File: src/rtl/iram_loader_pkg.sv
// Shared types and constants for the IRAM boot loader.
package iram_loader_pkg;

  localparam int DATA_W            = 32;
  localparam int MEM_WORDS_DEFAULT = 1024;

  typedef enum logic [2:0] {
    S_WAIT,
    S_SETUP,
    S_STROBE,
    S_HOLD,
    S_SWITCH,
    S_RUN
  } state_t;

endpackage

File: src/rtl/iram_loader_if.sv
// Program-word stream into the loader: valid/ready with a last marker.
interface iram_loader_if
  import iram_loader_pkg::*;
  ();

  logic              valid;
  logic [DATA_W-1:0] data;
  logic              last;
  logic              ready;

  modport master (output valid, output data, output last, input ready);
  modport slave  (input valid, input data, input last, output ready);

endinterface

File: src/rtl/iram_loader.sv
// Boot-time IRAM loader: writes streamed program words to consecutive
// addresses, optionally zero-fills the tail, then hands the IRAM port to
// the CPU and releases CPU reset after a short hold.
//
// state    | meaning
// ---------+---------------------------------------------------------
// S_WAIT   | accept next word (or take a zero word when filling)
// S_SETUP  | data/address driven, write strobe still high
// S_STROBE | write strobe low for one cycle
// S_HOLD   | strobe high again, data/address held; decide next step
// S_SWITCH | port handed to CPU, CPU reset held for RESET_HOLD cycles
// S_RUN    | CPU running; terminal until reset
module iram_loader
  import iram_loader_pkg::*;
#(
  parameter int MEM_WORDS  = MEM_WORDS_DEFAULT,
  parameter bit ZERO_FILL  = 1'b1,
  parameter int RESET_HOLD = 2
) (
  input  logic              clk,
  input  logic              reset,
  iram_loader_if.slave      src,
  output logic [31:0]       mem_addr,
  output logic [DATA_W-1:0] mem_wdata,
  output logic              mem_wdata_en,
  output logic              mem_read,
  output logic              mem_write_n,
  output logic              mem_oe,
  output logic              override,
  output logic              cpu_reset,
  output logic              done,
  output logic              overflow
);

  localparam logic [31:0] LAST_ADDR = 32'(MEM_WORDS - 1);
  localparam int          HW        = (RESET_HOLD > 1) ? $clog2(RESET_HOLD) : 1;

  state_t        state;
  logic          filling;
  logic          last_q;
  logic          ready_q;
  logic [HW-1:0] hold_cnt;

  assign src.ready = ready_q;

  // Loader FSM; every output is registered alongside the state.
  always_ff @(posedge clk) begin
    if (!reset) begin
      state        <= S_WAIT;
      filling      <= 1'b0;
      last_q       <= 1'b0;
      ready_q      <= 1'b0;
      hold_cnt     <= '0;
      mem_addr     <= '0;
      mem_wdata    <= '0;
      mem_wdata_en <= 1'b0;
      mem_read     <= 1'b1;
      mem_write_n  <= 1'b1;
      mem_oe       <= 1'b0;
      override     <= 1'b1;
      cpu_reset    <= 1'b1;
      done         <= 1'b0;
      overflow     <= 1'b0;
    end else begin
      case (state)
        S_WAIT: begin
          if (filling) begin
            ready_q      <= 1'b0;
            mem_wdata    <= '0;
            last_q       <= 1'b0;
            mem_wdata_en <= 1'b1;
            mem_write_n  <= 1'b1;
            state        <= S_SETUP;
          end else if (src.valid && ready_q) begin
            ready_q      <= 1'b0;
            mem_wdata    <= src.data;
            last_q       <= src.last;
            mem_wdata_en <= 1'b1;
            mem_write_n  <= 1'b1;
            state        <= S_SETUP;
          end else begin
            ready_q <= 1'b1;
          end
        end
        S_SETUP: begin
          mem_write_n <= 1'b0;
          state       <= S_STROBE;
        end
        S_STROBE: begin
          mem_write_n <= 1'b1;
          state       <= S_HOLD;
        end
        S_HOLD: begin
          // Top of memory ends the load whether or not the stream finished.
          if (mem_addr == LAST_ADDR || (last_q && !ZERO_FILL)) begin
            if (mem_addr == LAST_ADDR && !last_q && !filling) overflow <= 1'b1;
            override     <= 1'b0;
            mem_oe       <= 1'b1;
            mem_wdata_en <= 1'b0;
            mem_read     <= 1'b0;
            ready_q      <= 1'b0;
            hold_cnt     <= HW'(RESET_HOLD - 1);
            state        <= S_SWITCH;
          end else begin
            // Zero-fill keeps in_ready low: the stream is finished.
            if (last_q) filling <= 1'b1;
            mem_addr     <= mem_addr + 32'd1;
            mem_wdata_en <= 1'b0;
            ready_q      <= !(filling || last_q);
            state        <= S_WAIT;
          end
        end
        S_SWITCH: begin
          if (hold_cnt == '0) begin
            cpu_reset <= 1'b0;
            done      <= 1'b1;
            state     <= S_RUN;
          end else begin
            hold_cnt <= hold_cnt - 1'b1;
          end
        end
        S_RUN: begin
          ready_q <= 1'b0;
        end
        default: state <= S_WAIT;
      endcase
    end
  end

endmodule

File: src/flat_wrapper.sv
// flat-port wrapper written by rule: the top's interface ports become plain ports
module iram_loader_flat import iram_loader_pkg::*;
#(
  parameter int MEM_WORDS  = MEM_WORDS_DEFAULT,
  parameter bit ZERO_FILL  = 1'b1,
  parameter int RESET_HOLD = 2
)
  (clk, reset, mem_addr, mem_wdata, mem_wdata_en, mem_read, mem_write_n, mem_oe, override, cpu_reset, done, overflow, src_valid, src_data, src_last, src_ready);
  iram_loader_if src_i ();
  input  logic clk;
  input  logic reset;
  output logic [31:0] mem_addr;
  output logic [DATA_W-1:0] mem_wdata;
  output logic mem_wdata_en;
  output logic mem_read;
  output logic mem_write_n;
  output logic mem_oe;
  output logic override;
  output logic cpu_reset;
  output logic done;
  output logic overflow;
  input wire logic [$bits(src_i.valid)-1:0] src_valid;
  input wire logic [$bits(src_i.data)-1:0] src_data;
  input wire logic [$bits(src_i.last)-1:0] src_last;
  output wire logic [$bits(src_i.ready)-1:0] src_ready;
  assign src_i.valid = src_valid;
  assign src_i.data = src_data;
  assign src_i.last = src_last;
  assign src_ready = src_i.ready;
  iram_loader #(.MEM_WORDS(MEM_WORDS), .ZERO_FILL(ZERO_FILL), .RESET_HOLD(RESET_HOLD)) u_core (.clk(clk), .reset(reset), .src(src_i), .mem_addr(mem_addr), .mem_wdata(mem_wdata), .mem_wdata_en(mem_wdata_en), .mem_read(mem_read), .mem_write_n(mem_write_n), .mem_oe(mem_oe), .override(override), .cpu_reset(cpu_reset), .done(done), .overflow(overflow));
endmodule
File: config.mk
export PLATFORM = sky130hd
export DESIGN_NAME = iram_loader_flat
export DESIGN_NICKNAME = d
export VERILOG_FILES = /design/src/rtl/iram_loader_pkg.sv /design/src/rtl/iram_loader_if.sv /design/src/rtl/iram_loader.sv /design/src/flat_wrapper.sv
export SDC_FILE = /design/constraint.sdc
export NUM_CORES = 1
export LEC_CHECK = 0
export ABC_AREA = 1
export CAP_MARGIN = 10
export CELL_PAD_IN_SITES_DETAIL_PLACEMENT = 1
export CELL_PAD_IN_SITES_GLOBAL_PLACEMENT = 1
export CORE_MARGIN = 8
export CORE_UTILIZATION = 36
export CTS_BUF_LIST = sky130_fd_sc_hd__clkbuf_4 sky130_fd_sc_hd__clkbuf_8 sky130_fd_sc_hd__clkbuf_16
export CTS_CLUSTER_SIZE = 8
export DETAILED_ROUTE_END_ITERATION = 6
export HOLD_SLACK_MARGIN = 0.06
export PLACE_DENSITY_LB_ADDON = 0.1
export SETUP_SLACK_MARGIN = 0.02
export SYNTH_ARGS = -nofsm -noshare
export SYNTH_HDL_FRONTEND = slang
export SYNTH_SLANG_ARGS = --single-unit
export TNS_END_PERCENT = 30
File: constraint.sdc
create_clock -name clk -period 4.4 [get_ports clk]
set_input_delay 1.32 -clock clk [delete_from_list [all_inputs] [get_ports clk]]
set_output_delay 1.32 -clock clk [all_outputs]
set_load 0.05 [all_outputs]
# [Word level (Yosys, flattened, before mapping)]
# Index checks and enable logic that the tools add are counted.
[totals] register_bits=78 input_bits=36
[op_classes] add_sub_neg=2 eq_ne=9 mux=20 bitwise_logic=3 reduce_logical=23
[ops] operator="32-bit two-way mux" n=2
[ops] operator="32-bit by 1-bit adder with 32-bit output, second input constant" n=1
[ops] operator="32-bit by 10-bit equality test with 1-bit output, second input constant" n=1
[ops] operator="3-bit case mux with 6 select lines" n=1
[ops] operator="2-bit AND reduction" n=7
[ops] operator="3-bit two-way mux" n=4
[ops] operator="1-bit two-way mux" n=9
[ops] operator="3-bit AND reduction" n=3
[ops] operator="3-bit by 2-bit equality test with 1-bit output, second input constant" n=2
[ops] operator="3-bit equality test, second input constant" n=2
[ops] operator="1-bit case mux with 3 select lines" n=2
[ops] operator="2-bit nonzero test" n=3
[ops] operator="3-bit nonzero test" n=2
[ops] operator="1-bit case mux with 2 select lines" n=2
[ops] operator="3-bit by 1-bit equality test with 1-bit output, second input constant" n=1
[ops] operator="1-bit logical AND" n=3
[ops] operator="1-bit logical NOT" n=3
[ops] operator="3-bit logical NOT" n=1
[ops] operator="3-bit by 1-bit inequality test with 1-bit output, second input constant" n=1
[ops] operator="1-bit inverter" n=3
[ops] operator="2-bit by 1-bit inequality test with 1-bit output, second input constant" n=1
[ops] operator="2-bit inequality test, second input constant" n=1
[ops] operator="1-bit logical OR" n=1
[ops] operator="1-bit subtractor, second input constant" n=1

# [Logic depth before layout (Yosys ltp)]
# Gate-level depths: netlist of the first run.
[depth] word_depth=4 mapped_depth=11 mapped_depth_nobuf=10

# [Worst setup path after synthesis of the first run]
# Ideal clock, no wire load.
[synth_path] path_kind="input port to flip-flop" from="in src_valid" to="reg u_core.mem_wdata[31]" setup_ps=73 arrival_time_ps=2168 required_time_ps=4327 slack_ps=2160 cell_stages=6 cell_sequence="a21oi_1 -> nor2_2 -> inv_2 -> clkbuf_1 -> nand2_1 -> a21oi_1"
[synth_between] elab_chain_cells=3
[synth_lines] element="from (decl)" line_no="flat_wrapper.sv:22" rtl="input wire logic [$bits(src_i.valid)-1:0] src_valid;"
[synth_lines] element="1-bit logical AND" line_no="iram_loader.sv:74" rtl="end else if (src.valid && ready_q) begin"
[synth_lines] element="2-bit nonzero test (no source line)"
[synth_lines] element="2-bit AND reduction (no source line)"
[synth_lines] element="to (signal assigned)" line_no="iram_loader.sv:76" rtl="mem_wdata <= src.data;"
[synth_lines] element="to (decl)" line_no="iram_loader.sv:24" rtl="output logic [DATA_W-1:0] mem_wdata,"
# Every way passes these cells.
# A chain may end at the register's enable or synchronous reset.

# [Worst setup path in the final report of the first run]
[layout_path] from="reg u_core.mem_addr[19]" to="out mem_addr[19]"
[layout_rtl] element="from (decl)" line_no="iram_loader.sv:23" rtl="output logic [31:0] mem_addr,"
[layout_rtl] element="from (signal assigned)" line_no="iram_loader.sv:107" rtl="mem_addr <= mem_addr + 32'd1;"
[layout_rtl] element="to (decl)" line_no="flat_wrapper.sv:12" rtl="output logic [31:0] mem_addr;"
# No word-level cell between the ends.

==> impl_metrics.env, run 1 <==
export IMPL_status="completed"
export IMPL_numCtsBuffers=9
export IMPL_setup_viol=0
export IMPL_synth_simple_gate_area_share_pct=41.38
export IMPL_fin_nets=774
export IMPL_crit_family="buffers and inverters"
export IMPL_fin_setup_tns_ns=0
export IMPL_layout_min_cycle_time_ns=3.016
export IMPL_clockBufferDepth=2
export IMPL_synth_top_cells_by_count="nand2_1, nor2_1, dfxtp_1"
export IMPL_syn_nets=678
export IMPL_yosys_area_share_adder_pct=0.3063
export IMPL_cts_hold_fix_buffers=0
export IMPL_insertion_delay_ns=0.34
export IMPL_synth_xor_area_share_pct=1.501
export IMPL_post_cts_buffers=0
export IMPL_drtPass1Iterations=4
export IMPL_ios=109
export IMPL_ys_seq_area_share_pct=38.22
export IMPL_vias_per_cell=5.064
export IMPL_synth_top_area_share_pct=38.22
export IMPL_synth_seq_cells=78
export IMPL_worstPathArrival_ns=1.70
export IMPL_fmax_mhz=331.5
export IMPL_synth_distinct_cells=32
export IMPL_synth_top_family_by_area="simple AND/OR/NAND/NOR gates"
export IMPL_fp_row_count=39
export IMPL_vias=4477
export IMPL_synth_compound_gate_area_share_pct=11.15
export IMPL_fillers=1486
export IMPL_wire_per_inst_um=16.04
export IMPL_cp_slowest_cell="clkdlybuf4s50_1"
export IMPL_synthTopCellsByArea="dfxtp_1, nand2_1, nand3_1"
export IMPL_rsz0062_at_grt="no"
export IMPL_place_gp_congestion=0.8567
export IMPL_relSlewSlack_pct=35.38
export IMPL_die_h_um=122.5
export IMPL_dp_final_hpwl_mm=10.51
export IMPL_postRouteAntennaNets=0
export IMPL_fin_crit_sh_pct=68.55
export IMPL_drt_iter0_drc=103
export IMPL_dp_cells=869
export IMPL_path_max_fanout=7
export IMPL_htreeDepth=3
export IMPL_yosysWarningCount=0
export IMPL_diodes=0
export IMPL_crit_chain="clkdlybuf4s50_1"
export IMPL_end_kind="output port"
export IMPL_async_flop_share_pct=0
export IMPL_power_density_nw_per_um2=414.4
export IMPL_core_area_um2=11220
export IMPL_instances_no_fill=884
export IMPL_port_buffers=108
export IMPL_slew_violations=0
export IMPL_drv_cap=0
export IMPL_drc_errors=0
export IMPL_fin_area_um2=5542
export IMPL_place_area_um2=5253
export IMPL_final_util_pct=49.38
export IMPL_wirelength_mm=14.18
export IMPL_clk_pin_slew_ns=0.06
export IMPL_areaGrowthSynthToFinish_pct=35.65
export IMPL_cts_sinks=78
export IMPL_irDropWorstVdd_mv=0.2514
export IMPL_slowest_delay_ns=0.87
export IMPL_cts_root_buf="clkbuf_16"
export IMPL_crit_path_start_kind="register"
export IMPL_hp_class="reg -> reg"
export IMPL_worstPathRequired_ns=3.08
export IMPL_cts_tree="yes"
export IMPL_grt_pass1_vias=4806
export IMPL_synth_top_area_cell="dfxtp_1"
export IMPL_synth_area_mux_share_pct=0
export IMPL_dieArea_um2=15010
export IMPL_antenna_found_initial=0
export IMPL_p_leak_nw=1.970
export IMPL_start_util_pct=36.40
export IMPL_clock_skew_ns=0.006670
export IMPL_netlist_area_um2=4085
export IMPL_synth_cells=641
export IMPL_die_w_um=122.5
export IMPL_cts_repair_resized=0
export IMPL_hold_viol_final=0
export IMPL_grt_usage_pct=19.44
export IMPL_grt_pass1_wl_mm=23.35
export IMPL_ys_flop_type="dfxtp_1"
export IMPL_syn_area_per_cell_um2=6.373
export IMPL_overflow=0
export IMPL_synth_most_common_cell="nand2_1"
export IMPL_path_class="reg -> out"
export IMPL_grt_max_degree=54
export IMPL_worstMarginPinSlew_ns=0.9634
export IMPL_cp_num_buf_inv=1
export IMPL_drive_above_1_share_pct=6.478
export IMPL_synth_edff_count=0
-- placed cells by master, fill, tap and decap left out, drive strengths merged, types with 8 or more instances in the layout --
cell	n
a21oi	68
clkbuf	11
clkdlybuf4s50	108
dfxtp	78
inv	46
nand2	224
nand3	74
nand4	8
nor2	88
o21ai	11
-- worst register-to-register path: stages (launching register included) --
cell and delay, ns:
dfxtp_1 0.45, ha_1 0.33, inv_2 0.11, nor2_8 0.18, nand2_4 0.09, nor2_1 0.11, nand2_1 0.47, nand2_2 0.74
nand2_1 0.19, a21oi_2 0.15
-- sequential cells by signal (all words and copies together), names as in the netlist --
| register | count |
|---|---|
| u_core.mem_addr | 32 |
| u_core.mem_wdata | 32 |
| u_core.state | 3 |
| u_core.cpu_reset | 1 |
| u_core.done | 1 |
| u_core.filling | 1 |
| u_core.hold_cnt | 1 |
| u_core.last_q | 1 |
| u_core.mem_oe | 1 |
| u_core.mem_read | 1 |
| u_core.mem_wdata_en | 1 |
| u_core.mem_write_n | 1 |
| u_core.overflow | 1 |
| u_core.src.ready | 1 |
-- cell families after synthesis --
group,after synthesis
buffers and inverters,73
XOR/XNOR,7
AND/OR/NAND/NOR,400
adder cells (fa/ha/maj),1
flip-flops,78
AO/OA/AOI/OAI,82
-- layout make-up --
type / count / area, um2 / area share [%]
multi-input combinational: 490 / 2220 / 40.05
timing repair buffer: 111 / 1116 / 20.14
clock buffer: 11 / 240.2 / 4.335
inverter: 47 / 176.4 / 3.184
sequential: 78 / 1562 / 28.18
clock inverter: 4 / 48.80 / 0.8806
tap: 143 / 178.9 / 3.229
-- routing by layer --
metal | global-route usage, % | vias up | share of wire [%]
met1 | 21.52 | 2134 | 44
met2 | 34.16 | 85 | 48
met5 | 0 | - | 0
met4 | 7.007 | 0 | 1.7
met3 | 6.348 | 15 | 6.8
li1 | - | 2243 | -
-- metrics by stage --
| stage | power (mW) | hold slack (ns) | worst slack, ns |
|---|---|---|---|
| after global routing | 2.398 | 0.4870 | 1.270 |
| final | 2.297 | 0.4527 | 1.384 |
| after CTS | 2.318 | 0.4619 | 1.367 |
| after floorplan | 1.331 | 0.4437 | 2.160 |
| after detailed placement | 1.569 | 0.4502 | 1.518 |
| after global placement | 1.552 | 0.4365 | 1.552 |
-- power by group --
part / switching (mW) / internal (mW) / leakage (nW) / total [mW]
Combinational: 0.488 / 0.224 / 1.19 / 0.713
Sequential: 0.0538 / 0.786 / 0.632 / 0.840
Clock: 0.296 / 0.448 / 0.146 / 0.744
Total: 0.838 / 1.46 / 1.97 / 2.30
-- worst paths after layout --
| path | from | end | slack (ns) | depth (start not counted) |
|---|---|---|---|---|
| hold reg to reg | u_core.overflow | u_core.overflow | 0.45 | 2 |
| setup reg to reg | u_core.mem_addr[0] | u_core.mem_addr[7] | 1.53 | 9 |
| setup / recovery | u_core.mem_addr[19] | mem_addr[19] | 1.38 | 1 |
| hold / removal | u_core.overflow | u_core.overflow | 0.45 | 2 |
(Power assumes the default switching activity.)
==> run 2: changes to the inputs <==
--- a/config.mk
+++ b/config.mk
@@ -10,7 +10,7 @@
 export CELL_PAD_IN_SITES_DETAIL_PLACEMENT = 1
 export CELL_PAD_IN_SITES_GLOBAL_PLACEMENT = 1
 export CORE_MARGIN = 8
-export CORE_UTILIZATION = 36
+export CORE_UTILIZATION = 30
 export CTS_BUF_LIST = sky130_fd_sc_hd__clkbuf_4 sky130_fd_sc_hd__clkbuf_8 sky130_fd_sc_hd__clkbuf_16
 export CTS_CLUSTER_SIZE = 8
 export DETAILED_ROUTE_END_ITERATION = 6
==> constraint.sdc (replaced) <==
create_clock -name clk -period 2.4 [get_ports clk]
set_input_delay 0.72 -clock clk [delete_from_list [all_inputs] [get_ports clk]]
set_output_delay 0.72 -clock clk [all_outputs]
set_load 0.05 [all_outputs]
==> run 2 against run 1 <==
Count of clock-buffer cells in the layout stayed put. Clock skew is 0.0020 ns lower. Cell count is 5.2% higher. Critical path depth stayed put. Clock power is 91% higher. Global-route usage is 1.9 points lower. Combinational power is 88% higher. Setup slack worse by 1.3 ns. Sequential power is 83% higher. Critical endpoint is now mem_addr[30]. Largest power group unchanged. Highest routed layer unchanged.
==> impl_metrics.env, run 2 (same netlist as run 1, synthesis figures left out) <==
export IMPL_status="completed"
export IMPL_fillers=1725
export IMPL_vias_per_cell=4.825
export IMPL_worstSetupStartpoint="u_core.mem_addr[30]"
export IMPL_irDropWorstVdd_mv=0.3331
export IMPL_clock_skew_ns=0.004705
export IMPL_cts_tree="yes"
export IMPL_grt_usage_pct=17.53
export IMPL_fp_row_count=42
export IMPL_grt_max_degree=38
export IMPL_path_max_fanout=6
export IMPL_crit_chain="clkdlybuf4s50_1"
export IMPL_grt_pass1_wl_mm=24.94
export IMPL_drive_above_1_share_pct=10.88
export IMPL_crit_path_start_kind="register"
export IMPL_end_kind="output port"
export IMPL_postRouteAntennaNets=0
export IMPL_dieArea_um2=17610
export IMPL_drtPass1Iterations=4
export IMPL_reg2reg_depth=10
export IMPL_die_h_um=132.7
export IMPL_insertion_delay_ns=0.35
export IMPL_port_buffers=108
export IMPL_regToRegEndpoint="u_core.mem_addr[0]"
export IMPL_setup_viol=0
export IMPL_ios=109
export IMPL_hp_class="reg -> reg"
export IMPL_place_gp_congestion=0.8790
export IMPL_overflow=0
export IMPL_grt_pass1_vias=4697
export IMPL_fmax_mhz=425.7
export IMPL_reg_top3="u_core.mem_addr (32), u_core.mem_wdata (32), u_core.state (3)"
export IMPL_final_common_cell="nand2_1"
export IMPL_fin_total_pwr_mw=4.304
export IMPL_worstPathRequired_ns=1.68
export IMPL_areaGrowthSynthToFinish_pct=38.93
export IMPL_endpoint="mem_addr[30]"
export IMPL_cts_root_buf="clkbuf_16"
export IMPL_final_cell_mix="nand2_1, nor2_1, clkdlybuf4s50_1, dfxtp_1, nand3_1"
export IMPL_path_class="reg -> out"
export IMPL_ff_latch_area_um2=1562
export IMPL_post_cts_buffers=0
export IMPL_numCtsBuffers=9
export IMPL_drt_iter0_drc=189
export IMPL_htreeDepth=3
export IMPL_vias=4487
export IMPL_instances_no_fill=930
export IMPL_timing_hold_ws_ns=0.4489
export IMPL_drv_cap=0
export IMPL_fin_crit_sh_pct=97.87
export IMPL_regToRegSetupSlack_ns=0.41
export IMPL_relSlewSlack_pct=62.47
export IMPL_dp_final_hpwl_mm=11.39
export IMPL_cp_num_buf_inv=1
export IMPL_clk_pin_slew_ns=0.06
export IMPL_clockBufferDepth=2
export IMPL_crit_family="buffers and inverters"
export IMPL_start_util_pct=30.73
export IMPL_hold_depth=2
export IMPL_antenna_found_initial=0
export IMPL_worstMarginPinSlew_ns=0.5611
export IMPL_diodes=0
export IMPL_slew_violations=0
export IMPL_cp_depth=1
export IMPL_cts_sinks=78
export IMPL_rsz0062_at_grt="no"
export IMPL_hold_viol_final=0
export IMPL_worstReg2RegStart="u_core.mem_addr[1]"
export IMPL_cp_slowest_cell="clkdlybuf4s50_1"
export IMPL_worstPathArrival_ns=1.63
export IMPL_power_density_nw_per_um2=758.3
export IMPL_fin_setup_tns_ns=0
export IMPL_slowest_delay_ns=0.84
export IMPL_die_w_um=132.7
export IMPL_drc_errors=0
export IMPL_multi_input_area_um2=2220
export IMPL_fin_nets=786
export IMPL_wirelength_mm=15.00
export IMPL_core_area_um2=13300
export IMPL_wire_per_inst_um=16.13
export IMPL_p_leak_nw=2.199
export IMPL_layout_min_cycle_time_ns=2.349
export IMPL_min_from="u_core.done"
export IMPL_dp_cells=914
## run 2: area by class of cell
class | instances | area share (%)
multi-input combinational | 490 | 39.11
clock buffer | 11 | 4.343
tap | 176 | 3.880
sequential | 78 | 27.51
clock inverter | 5 | 1.036
timing repair buffer | 123 | 21.01
inverter | 47 | 3.108
## run 2: metrics by stage
step / utilization [%] / instance area (um2) / worst slack (ns)
finish: 42.69 / 5675 / 0.05115
global route: 42.69 / 5675 / 0.02072
CTS: 42.57 / 5660 / 0.02072
detailed placement: 40.29 / 5356 / 0.2697
global placement: 40.29 / 5356 / 0.3613
floorplan: - / 4085 / 0.2744
## run 2: layer usage
layer	up-vias	GRT usage, %	wire length (um)
met3	12	3.974	664
met1	2123	22.02	7068
met5	-	0	0
li1	2273	-	-
met2	79	28.91	7086
met4	0	5.868	183
## run 2: how the worst min path moves through the flow
| stage | to | slack, ns |
|---|---|---|
| 6_report | u_core.done | 0.45 |
| 3_5_place_dp | u_core.cpu_reset | 0.44 |
| 5_1_grt | u_core.cpu_reset | 0.48 |
| 4_1_cts | u_core.cpu_reset | 0.45 |
| 2_1_floorplan | u_core.hold_cnt | 0.44 |
| 3_3_place_gp | u_core.cpu_reset | 0.43 |
## run 2: where the power goes
group	switching (mW)	internal (mW)	total (mW)
Combinational	0.899	0.444	1.34
Clock	0.577	0.846	1.42
Sequential	0.0959	1.44	1.54
Total	1.57	2.73	4.30
## run 2: repair_timing
item	4_1_cts	5_1_grt
resized for setup	1	6
gates cloned	0	0
endpoints found under the setup margin	1	6
hold buffers	0	0
